--- config.mk ---
export PLATFORM = sky130hd
export DESIGN_NAME = mux_canales_reg
export DESIGN_NICKNAME = d
export VERILOG_FILES = /design/src/rtl/mux_canales_pkg.sv /design/src/rtl/mux_canales_reg_arbitro_rr.sv /design/src/rtl/mux_canales_reg.sv
export SDC_FILE = /design/constraint.sdc
export NUM_CORES = 1
export LEC_CHECK = 0
export BUFFER_PORTS_ARGS = -buffer_cell sky130_fd_sc_hd__buf_2
export CAP_MARGIN = 20
export CORE_ASPECT_RATIO = 0.9
export CORE_UTILIZATION = 24
export CTS_CLUSTER_DIAMETER = 50
export DETAILED_ROUTE_END_ITERATION = 16
export SYNTH_ARGS = -nofsm -noshare
export SYNTH_HDL_FRONTEND = slang
export SYNTH_SLANG_ARGS = --single-unit
--- constraint.sdc ---
create_clock -name clk -period 1.6 [get_ports clk]
set_input_delay 0.4 -clock clk [delete_from_list [all_inputs] [get_ports clk]]
set_output_delay 0.4 -clock clk [all_outputs]
set_load 0.02 [all_outputs]
--- src/rtl/mux_canales_pkg.sv ---
// rtl/mux_canales_pkg.sv - shared constants and width helper for mux_canales_reg
package mux_canales_pkg;

  function automatic int clog2_int(input int n);
    int r;
    r = 0;
    for (int i = 0; i < 31; i++)
      if ((1 << i) < n) r = i + 1;
    return r;
  endfunction

  localparam logic MODE_FIXED = 1'b0;
  localparam logic MODE_RR    = 1'b1;

  localparam logic [31:0] OUT_DATA_RST = 32'd0;
  localparam int          RR_PTR_RST   = 0;

endpackage

--- src/rtl/mux_canales_reg_arbitro_rr.sv ---
// rtl/mux_canales_reg_arbitro_rr.sv - combinational rotating-priority arbiter
// Grants the first requester found from ptr upward, wrapping N_CH-1 -> 0.
module arbitro_rr
  import mux_canales_pkg::*;
#(
  parameter  int N_CH  = 4,
  localparam int SEL_W = clog2_int(N_CH)
) (
  input  logic [N_CH-1:0]  req,
  input  logic [SEL_W-1:0] ptr,
  output logic [SEL_W-1:0] gnt_idx,
  output logic             gnt_vld
);

  logic [SEL_W-1:0] idx;

  // Scan from the farthest offset down so the closest requester to ptr wins last.
  always_comb begin
    gnt_idx = '0;
    gnt_vld = 1'b0;
    idx     = '0;
    for (int k = N_CH - 1; k >= 0; k--) begin
      idx = SEL_W'((int'(ptr) + k) % N_CH);
      if (req[idx]) begin
        gnt_idx = idx;
        gnt_vld = 1'b1;
      end
    end
  end

endmodule

--- src/rtl/mux_canales_reg.sv ---
// rtl/mux_canales_reg.sv - N-channel registered selector with valid/ready per channel
// MUX_CANALES_RR_EN builds the round-robin arbiter; otherwise mode_rr is ignored.
module mux_canales_reg
  import mux_canales_pkg::*;
#(
  parameter  int N_CH  = 4,
  parameter  int W     = 8,
  localparam int SEL_W = clog2_int(N_CH)
) (
  input  logic              clk,
  input  logic              reset,
  input  logic [SEL_W-1:0]  sel,
  input  logic              mode_rr,
  input  logic [N_CH*W-1:0] in_data,
  input  logic [N_CH-1:0]   in_valid,
  output logic [N_CH-1:0]   in_ready,
  output logic [W-1:0]      out_data,
  output logic              out_valid,
  input  logic              out_ready,
  output logic [SEL_W-1:0]  out_ch
);

  logic [SEL_W-1:0] grant_idx;
  logic             grant_vld;
  logic             fixed_vld;
  logic             can_load;
  logic             xfer_in;
  logic [W-1:0]     sel_word;

  logic [W-1:0]     out_data_q, out_data_d;
  logic [SEL_W-1:0] out_ch_q, out_ch_d;
  logic             out_valid_q, out_valid_d;

  assign fixed_vld = (int'(sel) < N_CH);

`ifdef MUX_CANALES_RR_EN
  logic [SEL_W-1:0] rr_ptr_q, rr_ptr_d;
  logic [SEL_W-1:0] arb_idx;
  logic             arb_vld;

  arbitro_rr #(.N_CH(N_CH)) u_arbitro_rr (
    .req     (in_valid),
    .ptr     (rr_ptr_q),
    .gnt_idx (arb_idx),
    .gnt_vld (arb_vld)
  );

  always_comb begin
    grant_idx = sel;
    grant_vld = fixed_vld;
    if (mode_rr == MODE_RR) begin
      grant_idx = arb_idx;
      grant_vld = arb_vld;
    end
  end

  // Pointer only advances on round-robin accepts, so a fixed-mode detour keeps it.
  always_comb begin
    rr_ptr_d = rr_ptr_q;
    if (xfer_in && mode_rr == MODE_RR)
      rr_ptr_d = (grant_idx == SEL_W'(N_CH - 1)) ? '0 : grant_idx + 1'b1;
  end

  always_ff @(posedge clk or posedge reset) begin
    if (reset) rr_ptr_q <= SEL_W'(RR_PTR_RST);
    else       rr_ptr_q <= rr_ptr_d;
  end
`else
  logic unused_mode_rr;
  assign unused_mode_rr = mode_rr;
  assign grant_idx      = sel;
  assign grant_vld      = fixed_vld;
`endif

  assign can_load = !out_valid_q || out_ready;

  always_comb begin
    in_ready = '0;
    for (int i = 0; i < N_CH; i++)
      in_ready[i] = !reset && can_load && grant_vld && (grant_idx == SEL_W'(i));
  end

  assign xfer_in = |(in_valid & in_ready);

  always_comb begin
    sel_word = '0;
    for (int i = 0; i < N_CH; i++)
      if (grant_idx == SEL_W'(i)) sel_word = in_data[i*W +: W];
  end

  always_comb begin
    out_data_d  = out_data_q;
    out_ch_d    = out_ch_q;
    out_valid_d = out_valid_q;
    if (xfer_in) begin
      out_data_d  = sel_word;
      out_ch_d    = grant_idx;
      out_valid_d = 1'b1;
    end else if (out_valid_q && out_ready) begin
      out_valid_d = 1'b0;
    end
  end

  always_ff @(posedge clk or posedge reset) begin
    if (reset) begin
      out_data_q  <= OUT_DATA_RST[W-1:0];
      out_ch_q    <= '0;
      out_valid_q <= 1'b0;
    end else begin
      out_data_q  <= out_data_d;
      out_ch_q    <= out_ch_d;
      out_valid_q <= out_valid_d;
    end
  end

  assign out_data  = out_data_q;
  assign out_ch    = out_ch_q;
  assign out_valid = out_valid_q;

endmodule

# Word-level counts from Yosys, hierarchy flattened
# Index checks and enable logic that the tools add are counted.
[classes] eq_ne=3 n_mux=6 n_bitwise=1 reduce_logical=12
[op_table] op="$mux 8" count=4
[op_table] op="$logic_and 1x1->1" count=6
[op_table] op="$and 4x4->4" count=1
[op_table] op="$eq 2x2->1 const B" count=2
[op_table] op="$reduce_or 4->1" count=1
[op_table] op="$eq 2x1->1 const B" count=1
[op_table] op="$logic_not 1->1" count=2
[op_table] op="$logic_not 2->1" count=1
[op_table] op="$mux 1" count=2
[op_table] op="$reduce_bool 2->1" count=1
[op_table] op="$logic_or 1x1->1" count=1
[word_totals] reg_bits=11 inputBits=42 output_inout_bits=15 word_cells=25

# Logic depth before layout (Yosys ltp)
[logic_depth] word_depth=7 mapped_depth=5 depth_no_buf=3

# Worst setup path after synthesis
# Ideal clock, no wire load.
[synth_timing] path_type="input to output" start="in reset" end="out in_ready[0]" arrival_time_ps=1395 t_required_ps=1200 slack_ps=-195 cell_stages=3 n_path_buf=0 path_cell_list="inv_1 nand2_1 nor3_1"
[synth_between] elab_chain_len=3
[synth_lines] element="from (decl)" line="mux_canales_reg.sv:11" text="input logic reset,"
[synth_lines] element="$logic_not 1->1 (no line)"
[synth_lines] element="$logic_and 1x1->1 (2 in a row)" line="mux_canales_reg.sv:80" text="in_ready[i] = !reset && can_load && grant_vld && (grant_idx == SEL_W'(i));"
[synth_lines] element="to (decl)" line="mux_canales_reg.sv:16" text="output logic [N_CH-1:0] in_ready,"
# Every way passes these cells.

# Final worst setup path
[layout_timing] start="reg out_valid_q, in the netlist out_valid" end="out in_ready[2]"
[layout_between] elab_chain_len=4
[layout_lines] element="from (decl)" line="mux_canales_reg.sv:32" text="logic out_valid_q, out_valid_d;"
[layout_lines] element="from (signal assigned)" line="mux_canales_reg.sv:112" text="out_valid_q <= out_valid_d;"
[layout_lines] element="$logic_not 1->1" line="mux_canales_reg.sv:75" text="assign can_load = !out_valid_q || out_ready;"
[layout_lines] element="$logic_or 1x1->1" line="mux_canales_reg.sv:75"
[layout_lines] element="$logic_and 1x1->1 (2 in a row)" line="mux_canales_reg.sv:80"
# Every way passes these cells.

==> results.md <==
- Final HPWL DP: 1.55 mm
- Mapped Cells: 48
- Min Tclk post-route: 1.56 ns
- Antenna viol nets, final: 0
- Clk_skew: about 0.0043 ns
- Seq/Total Area, Yosys: 0.381
- CTS Root Cell: clkbuf_4
- Share of the clock period used by the worst path: 0.973
- Worst-path fanout max: 4
- Clock buffer depth: 2
- Syn_nets: 90
- Synthesized area: slightly above 700 sq um
- Final setup violation count: 0
- Port buffer count: 55
- Synth top area cells: dfrtp_1, mux4_2, mux2_2
- Status: finished, final reports clean
- DR DRC count: 0
- Area growth syn-to-layout: 58.9%
- RSZ-0062 raised after global routing: true
- Max-slew headroom: 0.886
- R2r setup slk: 0.25 ns
- Pwr Density: roughly 860 mW/mm^2
- Standard-cell rows: 18
- Initial antenna violation count: 0
- Die Span X: about 60 um
- CP max-delay cell: dfrtp_1
- Post-layout util: 0.411
- Commonest non-fill, non-tap cells in the layout: buf_2, buf_4, dfrtp_1, mux2_2, mux4_2
- Cell Chain, Critical Path: nand2b_1 > nand2_2 > nor3_2 > buf_4
- Setup_tns: 0 ns
- Min-delay worst type: in -> async
- CTS Sinks: 11
- Die Y: around 54 um
- Ys Warns: 0
- Crit path max-delay family: flip-flops
- Wirelength, routed: between 1.5 and 2 mm
- Leak: approximately 0.00056 uW
- Reg clk slew, reported paths: around 0.07 ns
- Tot GR Track Use: 0.117
- Commonest non-fill, non-tap cell in the layout: buf_2
- Synth Register Bits: 11
- Largest net degree at the start of global routing: 11
- Kind of critical path: reg -> out
- CP bufs+invs: 1
- Initial Util: 0.259
- H-tree level count: 1
- Worst Setup SP: out_valid
- Worst Tran Pin Value: ~0.17 ns
- Wire per inst: between 10 and 15 um
- Peak Freq: 0.642 GHz
- Setup crit end kind: output pin
- Layout net count: around 160
- Gpl congestion: just under 0.6
- Worst-skew pair later-pin latency: roughly 0.27 ns
- Signal arrival time at the worst endpoint: 1.16 ns
- Largest area contributor in the netlist: dfrtp_1
- Vias: 670
- Fillers: between 200 and 300
- Final hold violations: 0
- I/O pin cnt: 57
- Layout cell share with drive strength beyond 1: 0.804
- Mean Syn Cell Area: around 15 sq um
- Full die area: around 0.0032 sq mm
- Worst setup SP type: flip-flop
- Hold WS: 0.137 ns
- Vias per std cell: approximately 4.4
- Ant. Diodes: 0
- Crit path largest cell delay: approximately 0.38 ns
- GRT overflow: 0
- Slew Limit Fails: 0
- Max Cap Violations: 0
- Top cell type's share of synthesized area: 0.381
- Netlist cell types: 14
- Core Box Area: roughly 0.0028 sq mm
- Vias in the first global route: roughly 650
- CTS buffer count: 3
- First-pass GRT wire length: 2.63 mm
- Iteration-0 DRC Markers: 10
- TritonCTS clock tree: built
- Reg-to-reg startpoint: out_valid
- Max IR drop VDD: about 0.27 mV
- CP required: roughly 1.2 ns
- Number of iterations in the first detailed-routing pass: 4
flip-flops by register name, summed over array words and instances, names as in the netlist:
signal     count
out_valid      1
out_data       8
out_ch         2
synth_stat cells:
library cell	number
dfrtp_1	11
mux2_2	11
mux4_2	6
nor3_1	4
inv_1	3
mux4_1	3
buf_6	2
nand2_1	2
a31oi_1	1
clkbuf_1	1
nand2b_1	1
nand3_1	1
nand3_4	1
o2bb2ai_1	1
report_power, final:
group | switching (uW) | internal (uW)
combinational | 209 | 207
sequential | 34.0 | 350
clock | 94.4 | 96.5
total | 337 | 654
cells by family after synthesis:
logic type,count (synthesis),share of synthesized area
AOI/OAI and AO/OA,2,0.0208
buffers and inverters,6,0.0520
DFF,11,0.381
muxes,20,0.468
and+or+nand+nor,9,0.0780
area by class of cell:
| cell class | instances | area, sq um | share of cell area |
|---|---|---|---|
| multi-input combinational | 31 | 435 | 0.379 |
| timing repair buffer | 63 | 345 | 0.301 |
| sequential | 11 | 275 | 0.240 |
| tap | 40 | 50.0 | 0.0436 |
| clock buffer | 4 | 26.3 | 0.0229 |
| inverter | 3 | 15.0 | 0.0131 |
final timing paths:
| kind | to | depth (start not counted) |
|---|---|---|
| setup / recovery | in_ready[2] | 4 |
| min in group clk | out_data[1] | 1 |
| hold / removal | out_ch[0] | 3 |
| max in group asynchronous | out_data[6] | 3 |
| setup reg to reg | out_data[7] | 5 |
| hold reg to reg | out_data[1] | 1 |
metrics by stage:
stage	area (sq um)	total power [uW]	setup slack, ns	instances
3_3_place_gp	1100	795	-0.102	147
3_5_place_dp	1100	807	-0.124	147
4_1_cts	1140	1000	0.00265	151
6_report	1150	991	0.0430	152
2_1_floorplan	753	647	-0.0348	48
5_1_grt	1150	1060	-0.0450	152
per-layer routing:
| metal | GRT usage | share of wire |
|---|---|---|
| met5 | 0 | 0 |
| met4 | 0.0581 | 0.012 |
| met3 | 0.0433 | 0.11 |
| met2 | 0.215 | 0.47 |
| met1 | 0.115 | 0.40 |
worst min-delay path, stage by stage:
cell,delay [ns]
buf_2,0.11
clkinvlp_4,0.08
buf_4,0.16
what timing repair did:
item,4_1_cts,5_1_grt
cloned,0,0
hold buffers,0,0
endpoints found under the setup margin,4,4
pin swaps,0,0
endpoints found under the hold margin,0,0
resized for setup,4,1
setup buffers,0,1
Note: power is estimated with default switching activity, not from simulation.
